==> src/rtl/imem_prog_loader_if.sv <==
// Byte-stream handshake between a host and the instruction-memory loader.
// The host drives in_valid/in_data; the loader answers with in_ready.
interface imem_prog_loader_if;
    logic       in_valid;
    logic       in_ready;
    logic [7:0] in_data;

    modport master (output in_valid, output in_data, input in_ready);
    modport slave  (input in_valid, input in_data, output in_ready);
endinterface

==> src/rtl/imem_prog_loader.sv <==
// Instruction-memory loader: assembles little-endian words from a byte stream and holds the core in reset until the load completes.
// Optional trailing XOR checksum byte is enabled by defining CHECKSUM_EN.
module imem_prog_loader #(
    parameter logic [63:0] START_PC      = 64'h0,
    parameter logic [15:0] MAX_WORDS     = 16'd64,
    parameter int          RELEASE_DELAY = 2
) (
    input  logic                     CLK,
    input  logic                     reset_n,
    input  logic                     load_start,
    imem_prog_loader_if.slave        stream,
    output logic                     imem_we,
    output logic [63:0]              imem_addr,
    output logic [31:0]              imem_wdata,
    output logic                     cpu_reset,
    output logic [63:0]              startpc,
    output logic                     busy,
    output logic                     done,
    output logic                     err
);

    localparam int          HOLD_CYCLES = (RELEASE_DELAY < 1) ? 1 : RELEASE_DELAY;
    localparam logic [15:0] HOLD_LAST   = 16'(HOLD_CYCLES - 1);

    typedef enum logic [2:0] {
        IDLE,
        HDR,
        DATA,
        WR,
        CHK,
        HOLD,
        RUN,
        ERR
    } state_t;

    state_t      state_reg;
    logic        in_ready_reg;
    logic        imem_we_reg;
    logic [63:0] imem_addr_reg;
    logic [31:0] imem_wdata_reg;
    logic        cpu_reset_reg;
    logic        busy_reg;
    logic        done_reg;
    logic        err_reg;
    logic [31:0] word_reg;
    logic [31:0] word_next;
    logic [15:0] n_reg;
    logic [15:0] k_reg;
    logic [15:0] hold_cnt_reg;
    logic [1:0]  byte_cnt_reg;
`ifdef CHECKSUM_EN
    logic [7:0]  csum_reg;
`endif

    logic        accept;
    logic [15:0] hdr_count;
    logic        hdr_bad;
    logic        more_words;
    logic [63:0] word_addr;

    assign accept     = stream.in_valid && in_ready_reg;
    assign hdr_count  = {stream.in_data, n_reg[7:0]};
    assign hdr_bad    = (hdr_count == 16'd0) || (hdr_count > MAX_WORDS);
    assign more_words = ({1'b0, k_reg} + 17'd1) < {1'b0, n_reg};
    assign word_addr  = START_PC + {46'd0, k_reg, 2'b00};

    // The incoming byte lands in the lane selected by byte_cnt; other lanes keep their value.
    genvar gi;
    generate
        for (gi = 0; gi < 4; gi++) begin : g_lane
            assign word_next[gi*8 +: 8] = (byte_cnt_reg == 2'(gi)) ? stream.in_data
                                                                  : word_reg[gi*8 +: 8];
        end
    endgenerate

    always_ff @(posedge CLK or negedge reset_n) begin
        if (!reset_n) begin
            state_reg      <= IDLE;
            in_ready_reg   <= 1'b0;
            imem_we_reg    <= 1'b0;
            imem_addr_reg  <= 64'd0;
            imem_wdata_reg <= 32'd0;
            cpu_reset_reg  <= 1'b1;
            busy_reg       <= 1'b0;
            done_reg       <= 1'b0;
            err_reg        <= 1'b0;
            word_reg       <= 32'd0;
            n_reg          <= 16'd0;
            k_reg          <= 16'd0;
            hold_cnt_reg   <= 16'd0;
            byte_cnt_reg   <= 2'd0;
`ifdef CHECKSUM_EN
            csum_reg       <= 8'd0;
`endif
        end else begin
            // The write strobe is raised only on the transition into WR, so it lasts one cycle.
            imem_we_reg <= 1'b0;

            case (state_reg)
                IDLE, RUN, ERR: begin
                    if (load_start) begin
                        state_reg     <= HDR;
                        in_ready_reg  <= 1'b1;
                        cpu_reset_reg <= 1'b1;
                        busy_reg      <= 1'b1;
                        done_reg      <= 1'b0;
                        err_reg       <= 1'b0;
                        word_reg      <= 32'd0;
                        n_reg         <= 16'd0;
                        k_reg         <= 16'd0;
                        hold_cnt_reg  <= 16'd0;
                        byte_cnt_reg  <= 2'd0;
`ifdef CHECKSUM_EN
                        csum_reg      <= 8'd0;
`endif
                    end
                end

                HDR: begin
                    if (accept) begin
`ifdef CHECKSUM_EN
                        csum_reg <= csum_reg ^ stream.in_data;
`endif
                        if (byte_cnt_reg == 2'd0) begin
                            n_reg        <= {8'd0, stream.in_data};
                            byte_cnt_reg <= 2'd1;
                        end else begin
                            n_reg        <= hdr_count;
                            byte_cnt_reg <= 2'd0;
                            if (hdr_bad) begin
                                state_reg    <= ERR;
                                in_ready_reg <= 1'b0;
                                busy_reg     <= 1'b0;
                                err_reg      <= 1'b1;
                            end else begin
                                state_reg    <= DATA;
                            end
                        end
                    end
                end

                DATA: begin
                    if (accept) begin
`ifdef CHECKSUM_EN
                        csum_reg <= csum_reg ^ stream.in_data;
`endif
                        word_reg <= word_next;
                        if (byte_cnt_reg == 2'd3) begin
                            state_reg      <= WR;
                            in_ready_reg   <= 1'b0;
                            byte_cnt_reg   <= 2'd0;
                            imem_we_reg    <= 1'b1;
                            imem_addr_reg  <= word_addr;
                            imem_wdata_reg <= word_next;
                        end else begin
                            byte_cnt_reg   <= byte_cnt_reg + 2'd1;
                        end
                    end
                end

                WR: begin
                    k_reg <= k_reg + 16'd1;
                    if (more_words) begin
                        state_reg    <= DATA;
                        in_ready_reg <= 1'b1;
                    end else begin
`ifdef CHECKSUM_EN
                        state_reg    <= CHK;
                        in_ready_reg <= 1'b1;
`else
                        state_reg    <= HOLD;
                        hold_cnt_reg <= 16'd0;
`endif
                    end
                end

`ifdef CHECKSUM_EN
                CHK: begin
                    if (accept) begin
                        in_ready_reg <= 1'b0;
                        if (stream.in_data == csum_reg) begin
                            state_reg    <= HOLD;
                            hold_cnt_reg <= 16'd0;
                        end else begin
                            state_reg    <= ERR;
                            busy_reg     <= 1'b0;
                            err_reg      <= 1'b1;
                        end
                    end
                end
`endif

                HOLD: begin
                    if (hold_cnt_reg == HOLD_LAST) begin
                        state_reg     <= RUN;
                        cpu_reset_reg <= 1'b0;
                        done_reg      <= 1'b1;
                        busy_reg      <= 1'b0;
                    end else begin
                        hold_cnt_reg  <= hold_cnt_reg + 16'd1;
                    end
                end

                default: begin
                    state_reg     <= IDLE;
                    in_ready_reg  <= 1'b0;
                    busy_reg      <= 1'b0;
                    cpu_reset_reg <= 1'b1;
                end
            endcase
        end
    end

    assign stream.in_ready = in_ready_reg;
    assign imem_we         = imem_we_reg;
    assign imem_addr       = imem_addr_reg;
    assign imem_wdata      = imem_wdata_reg;
    assign cpu_reset       = cpu_reset_reg;
    assign startpc         = START_PC;
    assign busy            = busy_reg;
    assign done            = done_reg;
    assign err             = err_reg;

endmodule

==> src/flat_wrapper.sv <==
// flat-port wrapper written by rule: the top's interface ports become plain ports
module imem_prog_loader_flat 
#(
    parameter logic [63:0] START_PC      = 64'h0,
    parameter logic [15:0] MAX_WORDS     = 16'd64,
    parameter int          RELEASE_DELAY = 2
)
  (CLK, reset_n, load_start, imem_we, imem_addr, imem_wdata, cpu_reset, startpc, busy, done, err, stream_in_valid, stream_in_data, stream_in_ready);
  imem_prog_loader_if stream_i ();
  input  logic CLK;
  input  logic reset_n;
  input  logic load_start;
  output logic imem_we;
  output logic [63:0] imem_addr;
  output logic [31:0] imem_wdata;
  output logic cpu_reset;
  output logic [63:0] startpc;
  output logic busy;
  output logic done;
  output logic err;
  input wire logic [$bits(stream_i.in_valid)-1:0] stream_in_valid;
  input wire logic [$bits(stream_i.in_data)-1:0] stream_in_data;
  output wire logic [$bits(stream_i.in_ready)-1:0] stream_in_ready;
  assign stream_i.in_valid = stream_in_valid;
  assign stream_i.in_data = stream_in_data;
  assign stream_in_ready = stream_i.in_ready;
  imem_prog_loader #(.START_PC(START_PC), .MAX_WORDS(MAX_WORDS), .RELEASE_DELAY(RELEASE_DELAY)) u_core (.CLK(CLK), .reset_n(reset_n), .load_start(load_start), .stream(stream_i), .imem_we(imem_we), .imem_addr(imem_addr), .imem_wdata(imem_wdata), .cpu_reset(cpu_reset), .startpc(startpc), .busy(busy), .done(done), .err(err));
endmodule
==> config.mk <==
export PLATFORM = sky130hd
export DESIGN_NAME = imem_prog_loader_flat
export DESIGN_NICKNAME = d
export VERILOG_FILES = /design/src/rtl/imem_prog_loader_if.sv /design/src/rtl/imem_prog_loader.sv /design/src/flat_wrapper.sv
export SDC_FILE = /design/constraint.sdc
export NUM_CORES = 1
export LEC_CHECK = 0
export CAP_MARGIN = 20
export CELL_PAD_IN_SITES_DETAIL_PLACEMENT = 1
export CELL_PAD_IN_SITES_GLOBAL_PLACEMENT = 2
export CORE_ASPECT_RATIO = 0.9
export CORE_MARGIN = 2
export CORE_UTILIZATION = 31
export CTS_CLUSTER_DIAMETER = 120
export DETAILED_ROUTE_END_ITERATION = 10
export PLACE_DENSITY_LB_ADDON = 0.08
export SLEW_MARGIN = 20
export SYNTH_ARGS = -nofsm -noshare
export SYNTH_HDL_FRONTEND = slang
export SYNTH_SLANG_ARGS = --single-unit
==> constraint.sdc <==
create_clock -name CLK -period 6.8 [get_ports CLK]
set_clock_uncertainty 0.05 [all_clocks]
set_input_delay 1.36 -clock CLK [delete_from_list [all_inputs] [get_ports CLK]]
set_output_delay 1.36 -clock CLK [all_outputs]
set_load 0.01 [all_outputs]
==> run_results.csv <==
group,metric,value,unit
clocking,cts_inserted_buffers,17,
clocking,insertion_delay,420,ps
drt,initialDrtViolationCount,245,
global_routing,gr-usage-met3,0.0337,
power_and_ir_drop,powerDensity,216,mW/mm²
power_and_ir_drop,p_sw_frac,0.245,
finish,design_area,0.00852,mm²
timing,fin_crit_sh,0.615,
timing,hold_viol,0,
worst_setup_path,path_class,"reg -> reg",
timing,setup_viol,0,
clocking,cts_resized,0,
power_and_ir_drop,switchingPower,453,µW
yosys,async_flop_share,1.00,
clocking,hold_buffers,0,
timing,fmax,239,MHz
placement,dp_hpwl,14000,µm
status,run_status,"finished, violations left",
yosys,synthFlopType,"dfrtp_1",
finish,antenna_cells,0,
worst_setup_path,cp.arrival,4450,ps
drt,wl,20400,µm
yosys,syn_area_per_cell,9.16,µm²
finish,final_common_cell,"nand2_1",
timing,layout_min_cycle_time,4190,ps
yosys,seq_area_frac_synth,0.440,
timing,slew_headroom,0.310,
placement,placed_cell_area,0.00789,mm²
drt,drt_first_pass_iters,7,
status,violations,"DRC",
yosys,synth_area,0.00745,mm²
worst_setup_path,cp.required,7060,ps
worst_setup_path,start_kind,"flip-flop",
placement,place_inst,1136,
clocking,ctsLongestPathBuffers,2,
yosys,ys_seq_elements,131,
global_routing,track_usage,0.166,
drt,ant_nets,0,
global_routing,grt_use_met1,0.231,
finish,final_nets,887,
yosys,synth_edf_count,0,
finish,drive_gt1_frac,0.0600,
global_routing,grt_pass1_vias,5717,
clocking,cts_sinks,131,
power_and_ir_drop,internal-power,1390,µW
clocking,clockRootBuffer,"clkbuf_16",
worst_setup_path,end_kind,"flip-flop",
global_routing,grt_overflow,0,
drt,drc,8,
placement,port-buffer-count,65,
die,die_w,167,µm
worst_setup_path,r2r-start,"u_core.k_reg[0]",
worst_setup_path,critPathMaxFanout,14,
power_and_ir_drop,pwr-share-seq,0.426,
clocking,path_clk_slew,60,ps
finish,area_delta_synth_final,14.3,%
clocking,htreeDepth,4,
yosys,ys_types,59,
finish,fin_cells,1168,
drt,vias_per_cell,4.83,
placement,gp_congestion,0.799,
timing,tightest_slew,1030,ps
global_routing,grt_max_degree,76,
power_and_ir_drop,report.power.total,1840,µW
timing,maxSlewViolCount,0,
drt,num_vias,5639,
drt,avgRoutedWirePerCell,17.4,µm
yosys,ys_warn_count,0,
run,maxCapViolations,0,
power_and_ir_drop,vdd_drop_max,118,µV
die,start_util,0.318,
worst_setup_path,setup.worst_path.start,"u_core.k_reg[0]",
die,coreArea,0.0235,mm²
clocking,post-cts-setup-buffers,0,
hold_path,hp-start,"u_core.imem_addr[11]",
timing,rsz0062_at_grt,"false",
timing,fin_setup_tns,0,ps
power_and_ir_drop,p_clk_frac,0.527,
clocking,cts_tree,"done",
die,dieArea,0.0253,mm²
finish,layout_common_cells,"nand2_1 (141), dfrtp_1 (130), conb_1 (112)",
hold_path,hold_class,"reg -> reg",
yosys,synthCells,814,
power_and_ir_drop,p_leak,0.00409,µW
die,num_rows,53,
global_routing,gr-usage-met2,0.269,
die,boundaryPins,178,
global_routing,antenna_found_initial,0,
global_routing,grt_first_pass_wirelength,32600,µm
die,dieHeight,151,µm
finish,largest_reg_flops,32,
power_and_ir_drop,p_comb_frac,0.048,
global_routing,grt-busiest-layer,"met2",
## kinds of logic after synthesis
| logic type | count (synthesis) | share of synthesized area |
|---|---|---|
| AO/OA/AOI/OAI | 169 | 0.154 |
| XOR/XNOR | 15 | 0.0176 |
| adder cells (fa/ha/maj) | 22 | 0.0369 |
| multiplexers | 24 | 0.0322 |
| AND/OR/NAND/NOR | 267 | 0.166 |
| buffers and inverters | 185 | 0.152 |
| other | 1 | 0.000503 |
| flip-flops | 131 | 0.440 |
## layout make-up
class | instances | area [µm²]
Inverter | 25 | 93.8
Multi-Input combinational cell | 609 | 3470
Clock inverter | 14 | 176
Fill cell | 2733 | 15000
Sequential cell | 131 | 3280
Clock buffer | 18 | 439
Timing Repair Buffer | 69 | 678
Tap cell | 302 | 378
## metrics by stage
stage | hold slack (ps) | util | worst slack, ps
global route | 459 | 0.363 | 2290
floorplan | 415 | - | 3410
detailed placement | 412 | 0.336 | 2590
CTS | 431 | 0.362 | 2580
global placement | 412 | 0.336 | 2780
finish | 427 | 0.363 | 2610
## cells in the mapped netlist (13+ instances only)
cell / instances / share of area
dfrtp_1: 130 / 0.44
a21oi_1: 13 / 0.0087
a22o_1: 32 / 0.038
ha_1: 22 / 0.037
buf_4: 113 / 0.11
o21ai_0: 60 / 0.040
nand3_1: 32 / 0.021
inv_1: 25 / 0.013
clkbuf_1: 35 / 0.018
nand2_1: 141 / 0.071
mux2i_1: 24 / 0.032
nor3_1: 13 / 0.0087
nor2_1: 30 / 0.015
## critical path: stages (launching register included)
cell and delay (ps):
dfrtp_1 460, ha_1 300, nand4_1 230, nor3_1 570, nand3_1 210, xnor2_1 170
ha_1 300, and3_1 180, and3_1 190, a21boi_0 470, nor4b_4 100, a211o_1 490
a211o_1 370
## path summary, 6_finish.rpt
check	endpoint	slack (ps)	depth (start not counted)
worst max-delay path	u_core.hold_cnt_reg[4]	2610	12
worst min-delay path	u_core.imem_addr[11]	430	2
worst max register to register	u_core.hold_cnt_reg[4]	2610	12
worst min register to register	u_core.imem_addr[11]	430	2
max in group asynchronous	u_core.k_reg[5]	4280	2
min in group asynchronous	u_core.imem_wdata[2]	1000	1
## power by group through the flow
stage / Sequential [µW] / Combinational [µW] / Clock [µW]
after global routing: 785 / 99.1 / 1030
after floorplan: 799 / 97.6 / 0
after detailed placement: 799 / 88.0 / 0
final: 785 / 87.7 / 971
after global placement: 799 / 86.3 / 0
after CTS: 785 / 88.3 / 994
## routing by layer
layer  vias to the layer above  part of all wire
met5                         -                 0
met4                         0            0.0071
met3                        11             0.038
met2                       119              0.47
met1                      2835              0.49
li1                       2674                 -
(Power assumes the default switching activity.)
